### src/rtl/aes_fifo_host_driver_pkg.sv
// Shared definitions for the AES FIFO host driver: end-of-batch marker,
// FSM encoding and status bit positions for the host register map.
package aes_fifo_host_driver_pkg;

   localparam logic [31:0] TERM_WORD = 32'h11110fff;
   localparam int unsigned STAGE_W   = 16;

   localparam logic [2:0] ST_IDLE_ENC      = 3'd0;
   localparam logic [2:0] ST_SEND_ENC      = 3'd1;
   localparam logic [2:0] ST_SEND_TERM_ENC = 3'd2;
   localparam logic [2:0] ST_COLLECT_ENC   = 3'd3;
   localparam logic [2:0] ST_FINISH_ENC    = 3'd4;

   typedef enum logic [2:0] {
      ST_IDLE      = ST_IDLE_ENC,
      ST_SEND      = ST_SEND_ENC,
      ST_SEND_TERM = ST_SEND_TERM_ENC,
      ST_COLLECT   = ST_COLLECT_ENC,
      ST_FINISH    = ST_FINISH_ENC
   } drv_state_e;

   localparam int unsigned STAT_BUSY_BIT = 0;
   localparam int unsigned STAT_DONE_BIT = 1;
   localparam int unsigned STAT_ERR_BIT  = 2;

   // Status word as seen by the host register decode.
   function automatic logic [2:0] pack_status(input logic busy, input logic done, input logic err);
      logic [2:0] s;
      s = 3'b000;
      s[STAT_BUSY_BIT] = busy;
      s[STAT_DONE_BIT] = done;
      s[STAT_ERR_BIT]  = err;
      return s;
   endfunction

endpackage

### src/rtl/aes_drv_buffer.sv
// Simple dual-port RAM, one write port and one registered read port.
// Memory contents are not reset; only the read register is.
module aes_drv_buffer #(
   parameter int unsigned WIDTH  = 16,
   parameter int unsigned DEPTH  = 16,
   parameter int unsigned ADDR_W = 4
) (
   input  logic              clock,
   input  logic              reset_n,
   input  logic              wr_en,
   input  logic [ADDR_W-1:0] wr_addr,
   input  logic [WIDTH-1:0]  wr_data,
   input  logic [ADDR_W-1:0] rd_addr,
   output logic [WIDTH-1:0]  rd_data
);

   logic [WIDTH-1:0] mem [DEPTH];

   always_ff @(posedge clock) begin
      if (wr_en) mem[wr_addr] <= wr_data;
   end

   always_ff @(posedge clock) begin
      if (!reset_n) rd_data <= '0;
      else          rd_data <= mem[rd_addr];
   end

endmodule

### src/rtl/aes_fifo_host_driver.sv
// Host-side driver for the AES FIFO pair: streams staged key/data pairs plus a
// terminator into the input FIFO, then collects the results into a buffer.
module aes_fifo_host_driver
   import aes_fifo_host_driver_pkg::*;
#(
   parameter int unsigned DATA_WIDTH     = 32,
   parameter int unsigned DEPTH          = 16,
   parameter int unsigned ADDR_W         = 4,
   parameter int unsigned TIMEOUT_CYCLES = 4096
) (
   input  logic                  clock,
   input  logic                  reset_n,
   input  logic                  cfg_wr,
   input  logic [ADDR_W-1:0]     cfg_addr,
   input  logic [15:0]           cfg_wdata,
   input  logic                  start,
   input  logic [ADDR_W:0]       start_count,
   input  logic                  abort,
   output logic                  busy,
   output logic                  done,
   output logic                  err,
   input  logic [ADDR_W-1:0]     res_addr,
   output logic [DATA_WIDTH-1:0] res_data,
   input  logic                  tx_full,
   output logic                  tx_wr,
   output logic [DATA_WIDTH-1:0] tx_dout,
   input  logic                  rx_empty,
   output logic                  rx_rd,
   input  logic [DATA_WIDTH-1:0] rx_din
);

   localparam int unsigned CNT_W = ADDR_W + 1;
   localparam int unsigned TO_W  = $clog2(TIMEOUT_CYCLES + 1);

   drv_state_e          state;
   logic [CNT_W-1:0]    count;
   logic [CNT_W-1:0]    tx_idx;
   logic [CNT_W-1:0]    rx_idx;
   logic [TO_W-1:0]     to_cnt;
   logic [STAGE_W-1:0]  stage_rd;
   logic [ADDR_W-1:0]   stage_rd_addr;
   logic                stage_wr;
   logic                start_ok;

   assign stage_wr = cfg_wr && (state == ST_IDLE);
   assign start_ok = (start_count != '0) && (start_count <= CNT_W'(DEPTH));

   aes_drv_buffer #(.WIDTH(STAGE_W), .DEPTH(DEPTH), .ADDR_W(ADDR_W)) u_stage (
      .clock   (clock),
      .reset_n (reset_n),
      .wr_en   (stage_wr),
      .wr_addr (cfg_addr),
      .wr_data (cfg_wdata),
      .rd_addr (stage_rd_addr),
      .rd_data (stage_rd)
   );

   aes_drv_buffer #(.WIDTH(DATA_WIDTH), .DEPTH(DEPTH), .ADDR_W(ADDR_W)) u_result (
      .clock   (clock),
      .reset_n (reset_n),
      .wr_en   (rx_rd),
      .wr_addr (rx_idx[ADDR_W-1:0]),
      .wr_data (rx_din),
      .rd_addr (res_addr),
      .rd_data (res_data)
   );

   // FIFO handshakes; staging read address runs one word ahead so SEND streams every cycle.
   always_comb begin
      tx_wr         = 1'b0;
      rx_rd         = 1'b0;
      tx_dout       = '0;
      stage_rd_addr = '0;
      case (state)
         ST_SEND: begin
            tx_wr         = !tx_full;
            tx_dout       = DATA_WIDTH'(stage_rd);
            stage_rd_addr = ADDR_W'(tx_wr ? tx_idx + CNT_W'(1) : tx_idx);
         end
         ST_SEND_TERM: begin
            tx_wr   = !tx_full;
            tx_dout = DATA_WIDTH'(TERM_WORD);
         end
         ST_COLLECT: rx_rd = !rx_empty;
         default: ;
      endcase
   end

   always_ff @(posedge clock) begin
      if (!reset_n) begin
         state  <= ST_IDLE;
         busy   <= 1'b0;
         done   <= 1'b0;
         err    <= 1'b0;
         count  <= '0;
         tx_idx <= '0;
         rx_idx <= '0;
         to_cnt <= '0;
      end else if (abort && (state != ST_IDLE)) begin
         state <= ST_IDLE;
         busy  <= 1'b0;
         done  <= 1'b1;
         err   <= 1'b1;
      end else begin
         case (state)
            ST_IDLE: begin
               if (start && !abort) begin
                  if (start_ok) begin
                     state  <= ST_SEND;
                     busy   <= 1'b1;
                     done   <= 1'b0;
                     err    <= 1'b0;
                     count  <= start_count;
                     tx_idx <= '0;
                     rx_idx <= '0;
                  end else begin
                     done <= 1'b1;
                     err  <= 1'b1;
                  end
               end
            end
            ST_SEND: begin
               if (tx_wr) begin
                  tx_idx <= tx_idx + CNT_W'(1);
                  if (tx_idx == count - CNT_W'(1)) state <= ST_SEND_TERM;
               end
            end
            ST_SEND_TERM: begin
               if (tx_wr) begin
                  state  <= ST_COLLECT;
                  to_cnt <= '0;
               end
            end
            ST_COLLECT: begin
               if (rx_rd) begin
                  rx_idx <= rx_idx + CNT_W'(1);
                  to_cnt <= '0;
                  if (rx_idx == count - CNT_W'(1)) begin
                     state <= ST_FINISH;
                     busy  <= 1'b0;
                     done  <= 1'b1;
                  end
               end else if (to_cnt == TO_W'(TIMEOUT_CYCLES - 1)) begin
                  state <= ST_FINISH;
                  busy  <= 1'b0;
                  done  <= 1'b1;
                  err   <= 1'b1;
               end else begin
                  to_cnt <= to_cnt + TO_W'(1);
               end
            end
            ST_FINISH: state <= ST_IDLE;
            default:   state <= ST_IDLE;
         endcase
      end
   end

endmodule

### config.mk
export PLATFORM = sky130hd
export DESIGN_NAME = aes_fifo_host_driver
export DESIGN_NICKNAME = d
export VERILOG_FILES = /design/src/rtl/aes_fifo_host_driver_pkg.sv /design/src/rtl/aes_drv_buffer.sv /design/src/rtl/aes_fifo_host_driver.sv
export SDC_FILE = /design/constraint.sdc
export NUM_CORES = 1
export LEC_CHECK = 0
export ABC_AREA = 1
export CAP_MARGIN = 0
export CORE_ASPECT_RATIO = 2
export CORE_MARGIN = 1.5
export CORE_UTILIZATION = 39
export DETAILED_ROUTE_END_ITERATION = 6
export PLACE_DENSITY_LB_ADDON = 0.15
export SKIP_CTS_REPAIR_TIMING = 1
export SLEW_MARGIN = 10
export SYNTH_ARGS = -nofsm -noshare
export SYNTH_HDL_FRONTEND = slang
export SYNTH_SLANG_ARGS = --single-unit
export TNS_END_PERCENT = 30
### constraint.sdc
create_clock -name clock -period 3.3 [get_ports clock]
set_input_delay 0.825 -clock clock [delete_from_list [all_inputs] [get_ports clock]]
set_output_delay 0.825 -clock clock [all_outputs]
set_load 0.1 [all_outputs]
==> metrics list <==
* Crit Path Class: reg2out
- After detailed placement, the design holds a cell count of a little under 4,000.
* Buffers added on ports: 124
* Tightest Pin Transition: 0.8210 ns
* Number of nets still failing antenna checks after routing: 0
- The initial utilization of the core area, before any placement, comes to roughly two fifths.
* Buffers from clock root to sink, at most: 3
* Setup repair after global routing missed its margin: no
* Routed wire length: 93.42 mm
- Minimum clock period after layout: ~3 ns
- Unique cell type count in the Yosys netlist: 36
- Length of the first detailed-routing pass in iterations: 5
- For this block, the initial DRC count from the detailed router was approximately 2,000.
- The die is ~210 um wide.
* Pin count of the biggest net entering global routing: 96
* Flip-flop and latch area: 0.02470 mm2
* Average wire length per cell after detail routing: 23.04 um
* Number of pins exceeding their max-slew limit in the final report: 0
- Hold violation count in the final report: 0
* Worst Hold End: to_cnt[4]
- For this run, the share of the core covered by cells in the final layout is roughly 46%.
- The internal portion of the total power is 18.45 mW.
* Count of non-filler cells in the finished layout: approximately 4,100
- Max Clock Freq: approximately 330 MHz
* Via-to-Cell Ratio: 5.490
* Number of H-tree levels: 3
* Area growth from synthesis to layout: 17.51%
* Routability congestion estimate from global placement: between 0.8 and 0.9
- Syn. warnings: 0
- Startpoint kind of the worst setup timing path: register
- Peak ir drop on the vdd network: 0.5409 mV
* Total chip power: approximately 25 mW
* Total number of vias: 22,260
* Sum of overflow across all layers after global routing: 0
- In this run the biggest area consumer among cell types represents 68.33% of the synthesized area.
- The slowest stage of the critical path belongs to the cell sky130_fd_sc_hd__dfxtp_1.
* Worst-case headroom to the max-slew limit: about 45%
* Sequential fraction of the synthesis area: approximately three quarters
- The region available for standard cell placement spans 0.08577 mm2.
* Post-synth design cell area: ~0.034 mm2
- Clk Tree Root Cell: sky130_fd_sc_hd__clkbuf_16
* Required time at the endpoint of the critical path: 2.47 ns
- Net switching is approximately 28% of the power.
* Critical Path Sink Type: output pin
* Part of the total power dissipated in the clock network: 37.1%
* Total setup violations reported at the end of the flow: 0
* Reg2Reg Launch Point: state[0]
* Avg Cell Area, Syn: 12.43 um2
- Gate count of the mapped netlist: between 2,000 and 3,000
* Overall routing resource usage: 21.21%
- After routing the design area is between 0.03 and 0.04 mm2.
- Clock Skew: 0.02564 ns
* Kind of path behind the tightest hold check: reg2reg
* Leading cell type in the layout, fill and taps excluded: sky130_fd_sc_hd__edfxtp_1
* HPWL Detailed: roughly 53 mm
- In this run the cell area measured after placement is 0.03698 mm2.
* Family with the most delay on the worst path: simple AND/OR/NAND/NOR gates
- Cell Pwr Density: roughly 640 mW/mm2
* Final worst-path cycle share: 92.95%
- Count of cells along the worst register-to-register path: 13
* R2r setup slk: about 0.84 ns
* Synth Register Bits: 850
- CP bufs+invs: 4
- Clock-pin slew was measured on the worst setup and hold paths at roughly 0.060 ns.
- Startpoint of the lowest-slack hold path: to_cnt[4]
* TritonCTS clock tree: built
- Clock latency at the later pin of the worst-skew pair: 0.68 ns
* Nets: 2,907
- Vias in the first global route: 22,140
* Worst path cell trace: inv_1 -> nand2_1 -> nor2_2 -> inv_2 -> nand2_1 -> inv_1 -> nor2_2 -> buf_12
- The largest total area in the synthesized netlist belongs to sky130_fd_sc_hd__edfxtp_1.
- Combinational share of power: 15.7%
- The number of clock buffers added by TritonCTS is 78.
- The number of antenna violations at the first check in global routing came to 4.
- Counting instances, the worst hold path has a depth of 2.
- The run finished with clean final reports.
* Max-capacitance violation count: 0
- During I/O placement, the number of pins put on the boundary was 137.
- Die Span Y: around 420 um
* Leakage component of the power: about 13 nW
- After floorplanning, the core was divided into roughly 150 placement rows.
* Detailed-route DRC error count: 0
- Data arrives at the worst endpoint at 2.24 ns.
- Sequential Power Share: 47.3%
- The multi-input combinational cells in the finished layout cover a total of 0.008013 mm2.
* Ranking of synthesized cells by area: sky130_fd_sc_hd__edfxtp_1, sky130_fd_sc_hd__nand3_1, sky130_fd_sc_hd__dfxtp_1, sky130_fd_sc_hd__nor2_1, sky130_fd_sc_hd__o21ai_0
- Net load switching power: slightly above 7 mW
* Total Die Area: roughly 0.088 mm2
- Largest incremental delay on the critical path: 0.34 ns
* Layout cells sized above 1: a little over a tenth
- Along the worst path, the maximum fanout reaches 15.
- Final-layout fill cell count: roughly 7,600
- For this design, the sink count on the clock tree is 850.
- In this run the critical register-to-register path is captured at u_stage.rd_data[8].
* First-pass GRT wire length: 138.3 mm
* Leading cell types in the layout, fill and taps excluded: sky130_fd_sc_hd__edfxtp_1, sky130_fd_sc_hd__nand3_1, sky130_fd_sc_hd__nor2_1
## worst reg2reg max path: stages (launching register included)
cell                      delay (ns)
sky130_fd_sc_hd__dfxtp_1        0.37
sky130_fd_sc_hd__inv_2          0.08
sky130_fd_sc_hd__nor3_4         0.15
sky130_fd_sc_hd__buf_12         0.33
sky130_fd_sc_hd__nand2_1        0.17
sky130_fd_sc_hd__nand2_1        0.11
sky130_fd_sc_hd__nand2_2        0.18
sky130_fd_sc_hd__buf_12         0.24
sky130_fd_sc_hd__buf_4          0.19
sky130_fd_sc_hd__nand3_1        0.08
sky130_fd_sc_hd__nand3_1        0.08
sky130_fd_sc_hd__nand3_1        0.10
sky130_fd_sc_hd__nand2_1        0.08
sky130_fd_sc_hd__nor2_1         0.21
## area by class of cell
cell class                      count  area share, %
Timing Repair Buffer              222          6.432
Inverter                           69         0.6688
Tap cell                         1155          3.644
Sequential cell                   850          62.28
Antenna cell                        2        0.01262
Clock buffer                      112          5.631
Clock inverter                     34          1.126
Multi-Input combinational cell   1611          20.20
## cells by family after synthesis
group | synth area share [%]
AOI/OAI and AO/OA | 9.242
xor gates and xnor gates | 0.2854
adders and majority gates | 0.2595
buffers and inverters | 3.622
DFF | 73.19
other | 0.01111
and+or+nand+nor | 13.39
## power groups by stage
stage | clock network (mW) | registers (mW) | logic [mW]
3_3_place_gp | 0 | 12.3 | 3.96
4_1_cts | 9.67 | 12.0 | 4.01
6_report | 9.45 | 12.0 | 3.99
5_1_grt | 10.0 | 12.1 | 4.29
2_1_floorplan | 0 | 12.5 | 2.37
3_5_place_dp | 0 | 12.3 | 4.00
## Yosys cell counts, drive strengths merged
library cell,count
nand2,298
nand3b,3
clkbuf,106
clkinv,2
nor2,375
nand4,2
inv,67
o21ai,275
ha,7
buf,91
a21boi,1
o211ai,37
xnor2,1
nand3,376
conb,1
a22oi,1
nor3,8
o221ai,92
a211oi,1
a31oi,16
nor3b,2
edfxtp,768
dfxtp,82
xor2,10
a21oi,58
o22ai,36
## registers in the layout, summed over array words and instances (netlist names)
signal            flops
u_result.rd_data     32
to_cnt               13
u_result.mem        512
err                   1
u_stage.rd_data      16
count                 5
rx_idx                5
u_stage.mem         256
tx_idx                5
state                 3
busy                  1
done                  1
## worst max-delay path by stage
stage / endpoint / start / slack (ns) / cells past startpoint
after global placement: u_result.mem[7][6] / rx_empty / 0.24 / 7
after global routing: tx_wr / state[2] / 0.006 / 8
after detailed placement: u_result.mem[4][25] / rx_empty / 0.25 / 7
after CTS: tx_wr / state[2] / 0.12 / 8
final: tx_wr / state[2] / 0.23 / 8
after floorplan: u_result.mem[0][0] / rx_empty / -0.16 / 3
## stage by stage
stage	setup TNS, ns	hold WS (ns)	setup WS, ns
after floorplan	-82.92	0.4481	-0.1620
after global placement	0	0.4721	0.2412
after detailed placement	0	0.4792	0.2546
after CTS	0	0.4896	0.1171
after global routing	0	0.4991	0.005836
final	0	0.4874	0.2325
## layer usage
| layer | track usage [%] | up-vias | part of all wire [%] |
|---|---|---|---|
| li1 | - | 10180 | - |
| met1 | 24.18 | 11210 | 38 |
| met2 | 39.42 | 693 | 54 |
| met3 | 2.607 | 181 | 4.3 |
| met4 | 9.128 | 0 | 3.8 |
| met5 | 0 | - | 0 |
Note: power is estimated with default switching activity, not from simulation.
